## config.mk

```make
export PLATFORM = sky130hd
export DESIGN_NAME = cla_byte_sequencer
export DESIGN_NICKNAME = d
export VERILOG_FILES = /design/src/rtl/cla_byte_sequencer.sv
export SDC_FILE = /design/constraint.sdc
export NUM_CORES = 1
export LEC_CHECK = 0
export CAP_MARGIN = 40
export CORE_MARGIN = 4
export CORE_UTILIZATION = 50
export DETAILED_ROUTE_END_ITERATION = 10
export DONT_BUFFER_PORTS = 1
export PLACE_DENSITY = 0.76
export SYNTH_ARGS = -nofsm -noshare
export SYNTH_HDL_FRONTEND = slang
export SYNTH_SLANG_ARGS = --single-unit
```

## constraint.sdc

```tcl
create_clock -name clk -period 2.7 [get_ports clk]
set_input_delay 0 -clock clk [delete_from_list [all_inputs] [get_ports clk]]
set_output_delay 0 -clock clk [all_outputs]
set_load 0.01 [all_outputs]
```

## src/rtl/cla_byte_sequencer.sv

```systemverilog
// cla_byte_sequencer
// Byte-serial wide-operand add/subtract sequencer built around an external
// 8-bit carry-lookahead adder. Operands are fed to the adder LSB-first, one byte
// per cycle. The adder's carry-out is chained into the next byte's carry-in.
// The assembled sum, carry-out and signed overflow are returned on a valid/ready
// port.
//
// state  | meaning
// -------+-------------------------------------------------------------------
// S_IDLE | ready for a request; adder inputs parked at zero
// S_RUN  | one byte per cycle through the adder; r_idx selects the byte
// S_DONE | result held on sum/cout/ovf with out_valid high until taken

module cla_byte_sequencer #(
    parameter int NBYTES = 4
) (
    input  logic                clk,
    input  logic                rst_n,
    input  logic                in_valid,
    output logic                in_ready,
    input  logic [8*NBYTES-1:0] op_a,
    input  logic [8*NBYTES-1:0] op_b,
    input  logic                op_cin,
    input  logic                sub,
    output logic [7:0]          add_a,
    output logic [7:0]          add_b,
    output logic                add_cin,
    input  logic [7:0]          add_s,
    input  logic                add_cout,
    output logic                out_valid,
    input  logic                out_ready,
    output logic [8*NBYTES-1:0] sum,
    output logic                cout,
    output logic                ovf
);

    localparam int W  = 8 * NBYTES;
    localparam int IW = (NBYTES > 1) ? $clog2(NBYTES) : 1;
    localparam logic [IW-1:0] LAST_IDX = IW'(NBYTES - 1);

    typedef enum logic [1:0] {
        S_IDLE = 2'd0,
        S_RUN  = 2'd1,
        S_DONE = 2'd2
    } state_t;

    state_t          r_state;
    logic [IW-1:0]   r_idx;
    logic [W-1:0]    r_a;
    logic [W-1:0]    r_b;
    logic [W-1:0]    r_sum;
    logic            r_cout;
    logic            r_ovf;
    logic [7:0]      r_add_a;
    logic [7:0]      r_add_b;
    logic            r_add_cin;
    logic            r_in_ready;
    logic            r_out_valid;

    logic            w_accept;
    logic            w_release;
    logic            w_last;
    logic [IW-1:0]   w_idx_nxt;
    logic [W-1:0]    w_b_eff;
    logic [7:0]      w_a_next_byte;
    logic [7:0]      w_b_next_byte;
    logic            w_ovf;

    assign w_accept  = in_valid & r_in_ready;
    assign w_release = r_out_valid & out_ready;
    assign w_last    = (r_idx == LAST_IDX);
    assign w_idx_nxt = r_idx + 1'b1;

    // Subtraction is A + ~B + 1, so B is inverted once at accept time.
    assign w_b_eff = sub ? ~op_b : op_b;

    // Byte that the adder sees in the next RUN cycle. Only used on non-final
    // edges, so w_idx_nxt stays within the operand.
    assign w_a_next_byte = r_a[{w_idx_nxt, 3'b000} +: 8];
    assign w_b_next_byte = r_b[{w_idx_nxt, 3'b000} +: 8];

    // Signed overflow: both addends share a sign and the top result byte's MSB
    // differs from it. r_b already holds the effective (possibly inverted) B.
    assign w_ovf = (r_a[W-1] == r_b[W-1]) && (add_s[7] != r_a[W-1]);

    // Sequencer FSM. The adder inputs are registered and always present the
    // byte that belongs to the current RUN cycle. r_add_cin doubles as the
    // chained carry.
    always_ff @(posedge clk or negedge rst_n) begin
        if (!rst_n) begin
            r_state     <= S_IDLE;
            r_idx       <= '0;
            r_a         <= '0;
            r_b         <= '0;
            r_sum       <= '0;
            r_cout      <= 1'b0;
            r_ovf       <= 1'b0;
            r_add_a     <= 8'h00;
            r_add_b     <= 8'h00;
            r_add_cin   <= 1'b0;
            r_in_ready  <= 1'b1;
            r_out_valid <= 1'b0;
        end else begin
            case (r_state)
                S_IDLE: begin
                    if (w_accept) begin
                        r_a        <= op_a;
                        r_b        <= w_b_eff;
                        r_sum      <= '0;
                        r_idx      <= '0;
                        r_add_a    <= op_a[7:0];
                        r_add_b    <= w_b_eff[7:0];
                        r_add_cin  <= sub ? 1'b1 : op_cin;
                        r_in_ready <= 1'b0;
                        r_state    <= S_RUN;
                    end
                end

                S_RUN: begin
                    r_sum[{r_idx, 3'b000} +: 8] <= add_s;
                    if (w_last) begin
                        r_cout      <= add_cout;
                        r_ovf       <= w_ovf;
                        r_add_a     <= 8'h00;
                        r_add_b     <= 8'h00;
                        r_add_cin   <= 1'b0;
                        r_out_valid <= 1'b1;
                        r_state     <= S_DONE;
                    end else begin
                        r_idx     <= w_idx_nxt;
                        r_add_a   <= w_a_next_byte;
                        r_add_b   <= w_b_next_byte;
                        r_add_cin <= add_cout;
                    end
                end

                S_DONE: begin
                    // Result holds until taken; in_valid is ignored here, so a
                    // new request can only land the cycle after the handshake.
                    if (w_release) begin
                        r_out_valid <= 1'b0;
                        r_in_ready  <= 1'b1;
                        r_state     <= S_IDLE;
                    end
                end

                default: begin
                    r_add_a     <= 8'h00;
                    r_add_b     <= 8'h00;
                    r_add_cin   <= 1'b0;
                    r_out_valid <= 1'b0;
                    r_in_ready  <= 1'b1;
                    r_state     <= S_IDLE;
                end
            endcase
        end
    end

    assign in_ready  = r_in_ready;
    assign out_valid = r_out_valid;
    assign add_a     = r_add_a;
    assign add_b     = r_add_b;
    assign add_cin   = r_add_cin;
    assign sum       = r_sum;
    assign cout      = r_cout;
    assign ovf       = r_ovf;

endmodule

```

==> impl_metrics.tcl <==
set metrics [dict create \
    status "complete, no violations" \
    cp.arrival_ns 2.73 \
    hold_viol 0 \
    grt_pass1_vias 4492 \
    routed_wl_um 14100 \
    endpoint_kind "flip-flop" \
    syn_inst 509 \
    synth.distinct_cells 39 \
    reg2reg_from "r_idx[0]" \
    rows 37 \
    reg2reg_depth 5 \
    finalMaxSlewViolations 0 \
    cts_sinks 121 \
    grt_antenna_before_repair 0 \
    design_area_mm2 0.00714 \
    min_period_ns 2.28 \
    fin_skew_ns 0.00866 \
    synthToLayoutAreaGrowth_pct 31.9 \
    min_delay_path_depth 3 \
    clockRootBuffer "clkbuf_8" \
    cts_buffers 17 \
    min_period_over_period_pct 84.6 \
    netlist_area_mm2 0.00542 \
    clockBufferDepth 2 \
    htreeDepth 4 \
    r2r-end "add_b[2]" \
    drc 0 \
    drive_gt1_share_pct 8.16 \
    start_kind "flip-flop" \
    synth_fp_nets 594 \
    initial_utilization_pct 52.0 \
    ant_nets 0 \
    slew_headroom_pct 41.5 \
    firstDrtPassIters 4 \
    grt_pass1_wl_um 23100 \
    dp_hpwl_um 8460 \
    hold_path.class "in2reg" \
    grt_max_degree 122 \
    die_height_um 112 \
    core_area_mm2 0.0104 \
    place_area_mm2 0.00550 \
    cp-startpoint "r_idx[0]" \
    ys_ff_latch 121 \
    ys.flop_type "dfrtp_1" \
    vias 4230 \
    synth_edf_count 0 \
    portBuffers 0 \
    instances_no_fill 750 \
    die_x_um 112 \
    peakVddDrop_v 0.000546 \
    worstPathMaxFanout 16 \
    powerDensity_mw_per_mm2 1050 \
    worst_pin_slew_ns 0.870 \
    path_clk_slew_ns 0.06 \
    final_cell_mix "nand2_1, dfrtp_1, dlygate4sd3_1, a22o_1, mux2i_1" \
    cts_tree "yes" \
    insertion_delay_ns 0.51 \
    cp.required_ns 3.15 \
    gp_congestion 0.818 \
    max_cap_violations 0 \
    synth-warning-count 0 \
    finalSetupTns_ns 0 \
    final_common_cell "nand2_1" \
    gr-total-overflow 0 \
    wl_per_cell_um 18.8 \
    layout.nets 686 \
    hold_ws_ns 0.00262 \
    p_leak_nw 3.38 \
    dpl.cell_count 618 \
    ff2ff_setup_slack_ns 0.42 \
    cp-endpoint "add_b[2]" \
    yosysSeqAreaShare_pct 55.9 \
    routed_via_density 5.64 \
    postSynthAreaPerCell_um2 10.6 \
    fmax_mhz 438 \
    drt_iter0_drc 446 \
    dieArea_mm2 0.0126 \
    critPathKind "reg2reg" \
    power_w 0.00752 \
    nFillCells 764 \
    grt_usage_pct 23.0 \
    setup_viol 0 \
    synthArstFlopShare_pct 100 \
    io_pins 132 \
    rsz0062_at_grt "false" \
]
[worst min path at each step]
| stage | start | end |
|---|---|---|
| CTS | in_valid | r_state[0] |
| finish | in_valid | r_state[0] |
| global placement | rst_n | sum[12] |
| detailed placement | rst_n | sum[12] |
| global route | in_valid | r_state[0] |
| floorplan | rst_n | add_a[0] |
[what timing repair did]
action,CTS,global route
buffers inserted,0,0
setup endpoints to repair,0,0
resized for setup,0,0
endpoints found under the hold margin,240,0
hold buffers,100,0
[routing by layer]
metal | share of wire [%] | vias to the layer above | GRT usage [%]
met4 | 2.5 | 0 | 8.49
met2 | 49 | 164 | 37.0
li1 | - | 1946 | -
met1 | 41 | 2090 | 29.0
met5 | 0 | - | 0
met3 | 8.2 | 30 | 7.87
[final cells by class]
class                      count  area (um2)  area share, %
antenna                        1        2.50         0.0350
clock buffer                  18         428           5.99
clock inverter                13         194           2.71
inverter                       5        18.8          0.263
multi-input combinational    351        2230           31.2
sequential                   121        3030           42.4
tap                          136         170           2.38
timing repair buffer         105        1070           15.0
[Yosys cell counts, types with 3 or more instances]
library cell | number | area [um2]
ha_1 | 6 | 75.1
o21ai_0 | 30 | 150
mux2i_1 | 32 | 320
nor2_1 | 8 | 30.0
nor2b_1 | 3 | 18.8
nand2_1 | 130 | 488
o22a_1 | 9 | 78.8
a21oi_1 | 7 | 35.0
buf_2 | 17 | 85.1
clkbuf_1 | 12 | 45.0
o22ai_1 | 8 | 50.1
nand3_1 | 16 | 80.1
dfrtp_1 | 120 | 3000
a21o_1 | 7 | 52.6
a22o_1 | 32 | 280
a21oi_2 | 3 | 26.3
a211o_1 | 7 | 61.3
xnor2_1 | 31 | 272
inv_1 | 5 | 18.8
[critical path, stage by stage, from the launching register on]
cell     delay (ns)
dfrtp_2        0.44
inv_1          0.10
ha_1           0.36
or4b_1         0.89
o22ai_1        0.29
a211o_1        0.14
[cell families after synthesis]
group | after synthesis | synth area share (%)
AO/OA/AOI/OAI | 106 | 14.1
XOR/XNOR | 32 | 5.17
adder cells (fa/ha/maj) | 6 | 1.39
buffers and inverters | 37 | 3.19
flip-flops | 121 | 55.9
multiplexers | 32 | 5.91
AND/OR/NAND/NOR | 175 | 14.4
[registers in the layout, summed over array words and instances, names as in the netlist]
signal	count
r_b	32
out_valid	1
ovf	1
add_b	8
r_state	2
r_idx	2
sum	32
r_a	32
in_ready	1
cout	1
add_cin	1
add_a	8
[metrics by stage]
step                      util, %  setup slack (ns)
after global routing         68.6             0.305
after CTS                    68.6             0.415
final                        68.6             0.417
after floorplan                 -             0.243
after global placement       52.8             0.531
after detailed placement     52.8             0.444
[report_power, final]
part           leakage, nW  switching [W]  internal (W)  total [W]
clock network        0.290       0.000834       0.00153    0.00236
logic                 1.53       0.000990      0.000943    0.00193
registers             1.56       0.000678       0.00255    0.00322
total                 3.38        0.00250       0.00501    0.00752
Note: power is estimated with default switching activity, not from simulation.
